==> src/rtl/ctrl_seq_pkg.sv <==
// Shared definitions for the CGRA context-stack program-counter sequencer.
// Latency: n/a (op encodings, entry field layout, width helpers only).
// Backpressure: n/a.
package ctrl_seq_pkg;

    localparam logic [2:0] OP_NEXT = 3'b000;
    localparam logic [2:0] OP_BRF  = 3'b001;
    localparam logic [2:0] OP_BRT  = 3'b010;
    localparam logic [2:0] OP_JMP  = 3'b011;
    localparam logic [2:0] OP_LOOP = 3'b100;
    localparam logic [2:0] OP_HALT = 3'b101;

    localparam int OP_W = 3;

    function automatic int clog2(input int v);
        int r;
        r = 0;
        while ((1 << r) < v) r++;
        return r;
    endfunction

    // Condition-select field is at least one bit, even with a single C-box.
    function automatic int cond_sel_w(input int num_cond);
        return (num_cond <= 1) ? 1 : clog2(num_cond);
    endfunction

    // Entry layout, LSB first: target, csel, op.
    function automatic int target_lsb();
        return 0;
    endfunction

    function automatic int csel_lsb(input int addr_w);
        return addr_w;
    endfunction

    function automatic int op_lsb(input int addr_w, input int csel_w);
        return addr_w + csel_w;
    endfunction

    function automatic int entry_w(input int addr_w, input int csel_w);
        return OP_W + csel_w + addr_w;
    endfunction

endpackage

==> src/rtl/control_sequencer_if.sv <==
// Control/status bundle between a host and the program-counter sequencer.
// Latency: n/a (wires only). Ports: enable, conditions, memory write, PC load,
// loop set in; PC, done and loop counter out. Backpressure: none (EN_I stalls).
interface control_sequencer_if #(
    parameter int ADDR_W   = 8,
    parameter int NUM_COND = 4,
    parameter int LOOP_W   = 16
);
    import ctrl_seq_pkg::*;

    localparam int COND_SEL_W = cond_sel_w(NUM_COND);
    localparam int ENTRY_W    = entry_w(ADDR_W, COND_SEL_W);

    logic                EN_I;
    logic [NUM_COND-1:0] COND_I;
    logic                WR_EN_I;
    logic [ADDR_W-1:0]   WR_ADDR_I;
    logic [ENTRY_W-1:0]  WR_DATA_I;
    logic                LOAD_EN_I;
    logic [ADDR_W-1:0]   LOAD_ADDR_I;
    logic                LOOP_SET_I;
    logic [LOOP_W-1:0]   LOOP_VAL_I;
    logic [ADDR_W-1:0]   PC_O;
    logic                DONE_O;
    logic [LOOP_W-1:0]   LOOP_CNT_O;

    modport master (
        output EN_I, COND_I, WR_EN_I, WR_ADDR_I, WR_DATA_I,
               LOAD_EN_I, LOAD_ADDR_I, LOOP_SET_I, LOOP_VAL_I,
        input  PC_O, DONE_O, LOOP_CNT_O
    );

    modport slave (
        input  EN_I, COND_I, WR_EN_I, WR_ADDR_I, WR_DATA_I,
               LOAD_EN_I, LOAD_ADDR_I, LOOP_SET_I, LOOP_VAL_I,
        output PC_O, DONE_O, LOOP_CNT_O
    );

endinterface

==> src/rtl/ctrl_seq_mem.sv <==
// Branch-context memory: 2**ADDR_W x DATA_W, one sync write, one async read.
// Latency: read combinational; write visible the cycle after the strobe edge.
// Backpressure: none. Contents are deliberately not reset.
module ctrl_seq_mem #(
    parameter int ADDR_W = 8,
    parameter int DATA_W = 13
) (
    input  logic              CLK_I,
    input  logic              wr_en,
    input  logic [ADDR_W-1:0] wr_addr,
    input  logic [DATA_W-1:0] wr_data,
    input  logic [ADDR_W-1:0] rd_addr,
    output logic [DATA_W-1:0] rd_data
);

    logic [DATA_W-1:0] mem [2**ADDR_W];

    always_ff @(posedge CLK_I) begin
        if (wr_en) mem[wr_addr] <= wr_data;
    end

    // Async read: a write to the entry currently addressed only takes effect
    // after the edge, so the step decision in that cycle sees the old entry.
    assign rd_data = mem[rd_addr];

endmodule

==> src/rtl/control_sequencer.sv <==
// Program-counter sequencer for the CGRA context stack: branch/loop/halt ops.
// Latency: PC_O/DONE_O/LOOP_CNT_O registered, change one edge after the decision.
// Backpressure: EN_I=0 stalls the PC; LOAD_EN_I and LOOP_SET_I act regardless.
// Ports: CLK_I, RST_I (async, active-high) and bus (slave side of the bundle).
module control_sequencer
    import ctrl_seq_pkg::*;
#(
    parameter int ADDR_W   = 8,
    parameter int NUM_COND = 4,
    parameter int LOOP_W   = 16
) (
    input  logic                CLK_I,
    input  logic                RST_I,
    control_sequencer_if.slave  bus
);

    localparam int COND_SEL_W = cond_sel_w(NUM_COND);
    localparam int ENTRY_W    = entry_w(ADDR_W, COND_SEL_W);
    localparam int TGT_LSB    = target_lsb();
    localparam int CSEL_LSB   = csel_lsb(ADDR_W);
    localparam int OP_LSB     = op_lsb(ADDR_W, COND_SEL_W);

    logic [ADDR_W-1:0]     pc;
    logic                  done;
    logic [LOOP_W-1:0]     cnt;
    logic [LOOP_W-1:0]     loop_init;

    logic [ENTRY_W-1:0]    entry;
    logic [2:0]            op;
    logic [COND_SEL_W-1:0] csel;
    logic [ADDR_W-1:0]     target;
    logic [ADDR_W-1:0]     pc_inc;
    logic                  c;

    ctrl_seq_mem #(
        .ADDR_W (ADDR_W),
        .DATA_W (ENTRY_W)
    ) u_mem (
        .CLK_I   (CLK_I),
        .wr_en   (bus.WR_EN_I),
        .wr_addr (bus.WR_ADDR_I),
        .wr_data (bus.WR_DATA_I),
        .rd_addr (pc),
        .rd_data (entry)
    );

    assign op     = entry[OP_LSB +: OP_W];
    assign csel   = entry[CSEL_LSB +: COND_SEL_W];
    assign target = entry[TGT_LSB +: ADDR_W];
    assign pc_inc = pc + ADDR_W'(1);

    // Selects that do not name an existing C-box read as false.
    always_comb begin
        c = 1'b0;
        for (int i = 0; i < NUM_COND; i++) begin
            if (csel == COND_SEL_W'(i)) c = bus.COND_I[i];
        end
    end

    always_ff @(posedge CLK_I or posedge RST_I) begin
        if (RST_I) begin
            pc        <= '0;
            done      <= 1'b0;
            cnt       <= '0;
            loop_init <= '0;
        end else begin
            if (bus.LOAD_EN_I) begin
                pc   <= bus.LOAD_ADDR_I;
                done <= 1'b0;
            end else if (!done && bus.EN_I) begin
                case (op)
                    OP_BRF:  pc <= c ? pc_inc : target;
                    OP_BRT:  pc <= c ? target : pc_inc;
                    OP_JMP:  pc <= target;
                    OP_LOOP: begin
                        if (cnt != '0) begin
                            cnt <= cnt - LOOP_W'(1);
                            pc  <= target;
                        end else begin
                            cnt <= loop_init;   // re-arm for the next entry
                            pc  <= pc_inc;
                        end
                    end
                    OP_HALT: done <= 1'b1;
                    default: pc <= pc_inc;     // NEXT and reserved ops
                endcase
            end
            // Placed last so it wins over a same-cycle LOOP update of cnt.
            if (bus.LOOP_SET_I) begin
                loop_init <= bus.LOOP_VAL_I;
                cnt       <= bus.LOOP_VAL_I;
            end
        end
    end

    assign bus.PC_O       = pc;
    assign bus.DONE_O     = done;
    assign bus.LOOP_CNT_O = cnt;

endmodule

==> src/flat_wrapper.sv <==
// flat-port wrapper written by rule: the top's interface ports become plain ports
module control_sequencer_flat import ctrl_seq_pkg::*;
#(
    parameter int ADDR_W   = 8,
    parameter int NUM_COND = 4,
    parameter int LOOP_W   = 16
)
  (CLK_I, RST_I, bus_EN_I, bus_COND_I, bus_WR_EN_I, bus_WR_ADDR_I, bus_WR_DATA_I, bus_LOAD_EN_I, bus_LOAD_ADDR_I, bus_LOOP_SET_I, bus_LOOP_VAL_I, bus_PC_O, bus_DONE_O, bus_LOOP_CNT_O);
  control_sequencer_if #(.ADDR_W(ADDR_W), .NUM_COND(NUM_COND), .LOOP_W(LOOP_W)) bus_i ();
  input  logic CLK_I;
  input  logic RST_I;
  input wire logic [$bits(bus_i.EN_I)-1:0] bus_EN_I;
  input wire logic [$bits(bus_i.COND_I)-1:0] bus_COND_I;
  input wire logic [$bits(bus_i.WR_EN_I)-1:0] bus_WR_EN_I;
  input wire logic [$bits(bus_i.WR_ADDR_I)-1:0] bus_WR_ADDR_I;
  input wire logic [$bits(bus_i.WR_DATA_I)-1:0] bus_WR_DATA_I;
  input wire logic [$bits(bus_i.LOAD_EN_I)-1:0] bus_LOAD_EN_I;
  input wire logic [$bits(bus_i.LOAD_ADDR_I)-1:0] bus_LOAD_ADDR_I;
  input wire logic [$bits(bus_i.LOOP_SET_I)-1:0] bus_LOOP_SET_I;
  input wire logic [$bits(bus_i.LOOP_VAL_I)-1:0] bus_LOOP_VAL_I;
  output wire logic [$bits(bus_i.PC_O)-1:0] bus_PC_O;
  output wire logic [$bits(bus_i.DONE_O)-1:0] bus_DONE_O;
  output wire logic [$bits(bus_i.LOOP_CNT_O)-1:0] bus_LOOP_CNT_O;
  assign bus_i.EN_I = bus_EN_I;
  assign bus_i.COND_I = bus_COND_I;
  assign bus_i.WR_EN_I = bus_WR_EN_I;
  assign bus_i.WR_ADDR_I = bus_WR_ADDR_I;
  assign bus_i.WR_DATA_I = bus_WR_DATA_I;
  assign bus_i.LOAD_EN_I = bus_LOAD_EN_I;
  assign bus_i.LOAD_ADDR_I = bus_LOAD_ADDR_I;
  assign bus_i.LOOP_SET_I = bus_LOOP_SET_I;
  assign bus_i.LOOP_VAL_I = bus_LOOP_VAL_I;
  assign bus_PC_O = bus_i.PC_O;
  assign bus_DONE_O = bus_i.DONE_O;
  assign bus_LOOP_CNT_O = bus_i.LOOP_CNT_O;
  control_sequencer #(.ADDR_W(ADDR_W), .NUM_COND(NUM_COND), .LOOP_W(LOOP_W)) u_core (.CLK_I(CLK_I), .RST_I(RST_I), .bus(bus_i));
endmodule
==> config.mk <==
export PLATFORM = sky130hd
export DESIGN_NAME = control_sequencer_flat
export DESIGN_NICKNAME = d
export VERILOG_FILES = /design/src/rtl/ctrl_seq_pkg.sv /design/src/rtl/control_sequencer_if.sv /design/src/rtl/ctrl_seq_mem.sv /design/src/rtl/control_sequencer.sv /design/src/flat_wrapper.sv
export SDC_FILE = /design/constraint.sdc
export NUM_CORES = 2
export LEC_CHECK = 0
export CAP_MARGIN = 40
export CORE_MARGIN = 4
export CORE_UTILIZATION = 55
export DETAILED_ROUTE_END_ITERATION = 6
export PLACE_DENSITY = 0.71
export SETUP_SLACK_MARGIN = 0.4
export SLEW_MARGIN = 20
export SYNTH_ARGS = -nofsm -noshare
export SYNTH_HDL_FRONTEND = slang
export SYNTH_SLANG_ARGS = --single-unit
==> constraint.sdc <==
create_clock -name CLK_I -period 5.93 [get_ports CLK_I]
set_input_delay 1.186 -clock CLK_I [delete_from_list [all_inputs] [get_ports CLK_I]]
set_output_delay 1.186 -clock CLK_I [all_outputs]
set_load 0.01 [all_outputs]
==> impl_metrics.csv <==
group,metric,value,unit
run_status,run_status,"complete, but fails checks",
run_status,violations,"design-rule violations",
clock_network,post_cts_buffers,0,
logic_synthesis,postSynthAreaPerCell,21.16,µm²
run,max-cap-violations,0,
power,pwr-share-clk,30.4,%
power,peakVddDrop,0.0003458,V
setup_path,cp-start-kind,"register",
worst_hold_path,hp-class,"reg2reg",
drt,postRouteAntennaNets,0,
die,io_pins,80,
logic_synthesis,synth.area.top_cells,"edfxtp_1 76%, mux4_2 12%, mux2i_1 2.6%",
power,p_comb_share,31.2,%
setup_path,worstRegToRegCells,11,
timing,fmax,191.8,MHz
drt,vias,69878,
drt,vias_per_cell,6.841,
clock_network,clk_latency,950,ps
die,core,238300,µm²
final_layout,drive_gt1_share,24.58,%
power,p_per_area,462.5,nW/µm²
setup_path,cp-end-kind,"register",
power,intPower,46.74,mW
timing,fin_skew,69.11,ps
timing,drv_slew,0,
timing,worstMarginPinSlew,1000,ps
logic_synthesis,syn-num-nets,6294,
timing,rsz0062_at_grt,"false",
drt,drt_iter0_drc,11380,
global_routing,grt_pass1_vias,67820,
die,rows,179,
placed_design,numPortBuffers,79,
logic_synthesis,synth_top_area_share,75.74,%
die,die_h,497.8,µm
timing,finalHoldViolations,0,
setup_path,crit_type,"reg2reg",
clock_network,cts_buffer_depth,4,
placed_design,hpwl,224900,µm
power,seqPwrFrac,38.5,%
drt,remaining_drc_errors,1,
global_routing,antenna_found_initial,16,
final_layout,fillCellCount,15871,
power,power,69.12,mW
timing,setup_viol,0,
setup_path,cp.required,6730,ps
final_layout,nets,6838,
logic_synthesis,yosys_warnings,0,
timing,maxSlewHeadroom,33.32,%
die,dieArea,247800,µm²
logic_synthesis,synth-edff-count,3328,
logic_synthesis,syn_inst,6236,
clock_network,htree_levels,5,
logic_synthesis,netlist-cell-type-count,83,
clock_network,cts_buffers,346,
global_routing,grt_pass1_wl,524400,µm
setup_path,path_max_fanout,21,
power,power.switching,22.38,mW
drt,wl_per_cell,36.38,µm
logic_synthesis,netlist_area,132000,µm²
drt,drtPass1Iterations,7,
clock_network,numClockSinks,3369,
timing,fin_crit_sh,87.93,%
worst_hold_path,min_delay_path_depth,1,
timing,tns,0,ps
die,die_w,497.8,µm
logic_synthesis,ys_ff_latch,3369,
clock_network,root_buffer,"clkbuf_16",
final_layout,area_growth,13.26,%
logic_synthesis,async_flop_share,1.217,%
placed_design,finalWeightedCongestion,0.9206,
power,p_sw_share,32.38,%
die,start_util,55.37,%
logic_synthesis,yosysTopAreaCell,"edfxtp_1",
clock_network,cts_tree,"yes",
global_routing,overflow,0,
setup_path,crit_arrival,6010,ps
global_routing,grt_max_degree,185,
drt,wl,371600,µm
timing,fin_crit,5214,ps
global_routing,grt_usage,29.86,%
clock_network,path_clk_slew,70,ps
logic_synthesis,ys_seq_area_share,76.51,%
logic_synthesis,synth-main-ff-cell,"edfxtp_1",
power,p_leak,47.75,nW
clock_network,hold_buffers,0,
clock_network,cts_resized,0,
worst max-delay path: stages, from the launching register on:
cell and delay, ps:
dfrtp_4 730, nor2b_4 700, buf_4 410, a22oi_1 220, a21oi_1 620, buf_4 220
nor4_1 70, buf_4 200, nor4_4 520, a41oi_2 400, or2_2 520, o311ai_0 410
synth_stat cells, drive strengths merged (16+ instances only):
library cell	count
o21ai	109
mux2	26
a21oi	109
nor3	23
a21o	18
a222oi	17
nor2	322
nand2	133
a221oi	94
buf	209
nor2b	21
o22ai	35
nand3	78
mux4	731
a31oi	31
and2	16
dfrtp	41
edfxtp	3328
o211ai	22
clkbuf	164
a22oi	157
nand4	24
mux2i	339
inv	16
flip-flops by register name, summed over array words and instances (netlist names):
| register | flops |
|---|---|
| u_core.u_mem.mem | 3328 |
| u_core.loop_init | 16 |
| u_core.bus.PC_O | 8 |
| u_core.bus.LOOP_CNT_O | 16 |
| u_core.bus.DONE_O | 1 |
final cells by class:
type	count	area [µm²]	area share, %
repair buffers	574	5241	3.507
well taps	3167	3963	2.652
diodes	9	22.52	0.01507
flip-flops and latches	3369	101000	67.57
inverters	18	75.07	0.05023
clock inverters	202	1808	1.210
clock buffers	404	9004	6.025
multi-input cells	2471	28350	18.97
kinds of logic after synthesis:
kind of cell / count (synthesis) / share of synthesized area, %
flops: 3369 / 76.51
mux: 1096 / 15.40
compound gates: 688 / 3.647
simple gates: 669 / 2.250
buf+inv: 396 / 2.059
xor+xnor: 15 / 0.09956
fa+ha+maj: 3 / 0.02845
power groups by stage:
stage                     clock network [mW]  registers, mW  logic [mW]
after floorplan                            0           26.9        13.1
after global placement                     0           27.1        20.8
after detailed placement                   0           27.1        21.0
after CTS                               21.2           26.6        21.1
after global routing                    22.2           26.6        22.1
final                                   21.0           26.6        21.5
layout by cell type (no fill, tap or decap), drive strengths merged, types with 31 or more instances in the layout:
cell type      netlist  final
o21ai              109    109
a31oi               31     31
a22oi              157    157
a21oi              109    109
bufinv               0     32
a221oi              94     94
nand3               78     78
clkinv               2    149
edfxtp            3328   3328
buf                209    495
clkdlybuf4s50        0     66
o22ai               35     35
mux2i              339    339
dfrtp               41     41
nand2              133    133
mux4               731    731
nor2               322    322
clkbuf             164    417
layer usage:
| layer | part of all wire (%) | vias up | routed length (µm) | GRT usage, % |
|---|---|---|---|---|
| li1 | - | 27366 | - | - |
| met1 | 36 | 36409 | 133900 | 42.00 |
| met3 | 12 | 941 | 46350 | 7.151 |
| met5 | 0.022 | - | 82 | 0 |
| met4 | 5.4 | 12 | 19970 | 13.36 |
| met2 | 46 | 5150 | 171300 | 45.13 |
through the flow:
stage / cells / setup slack [ps] / hold slack (ps) / cell area [µm²] / util, %
floorplan: 6236 / 1981 / 466.0 / 132000 / -
global placement: 9580 / 671.1 / 477.7 / 138300 / 58.04
detailed placement: 9594 / 898.8 / 496.7 / 138500 / 58.13
CTS: 10200 / 860.6 / 511.5 / 149300 / 62.66
global route: 10207 / 575.3 / 524.3 / 149400 / 62.71
finish: 10214 / 715.8 / 507.5 / 149400 / 62.71
worst paths after layout:
kind	start	slack [ps]	end
worst max-delay path	u_core.bus.PC_O[2]	720	u_core.bus.LOOP_CNT_O[0]
worst min-delay path	u_core.loop_init[12]	510	u_core.loop_init[12]
worst max register to register	u_core.bus.PC_O[2]	720	u_core.bus.LOOP_CNT_O[0]
worst min register to register	u_core.loop_init[12]	510	u_core.loop_init[12]
max in group asynchronous	RST_I	4790	u_core.bus.PC_O[4]
min in group asynchronous	RST_I	600	u_core.bus.LOOP_CNT_O[1]
Note: power is estimated with default switching activity, not from simulation.
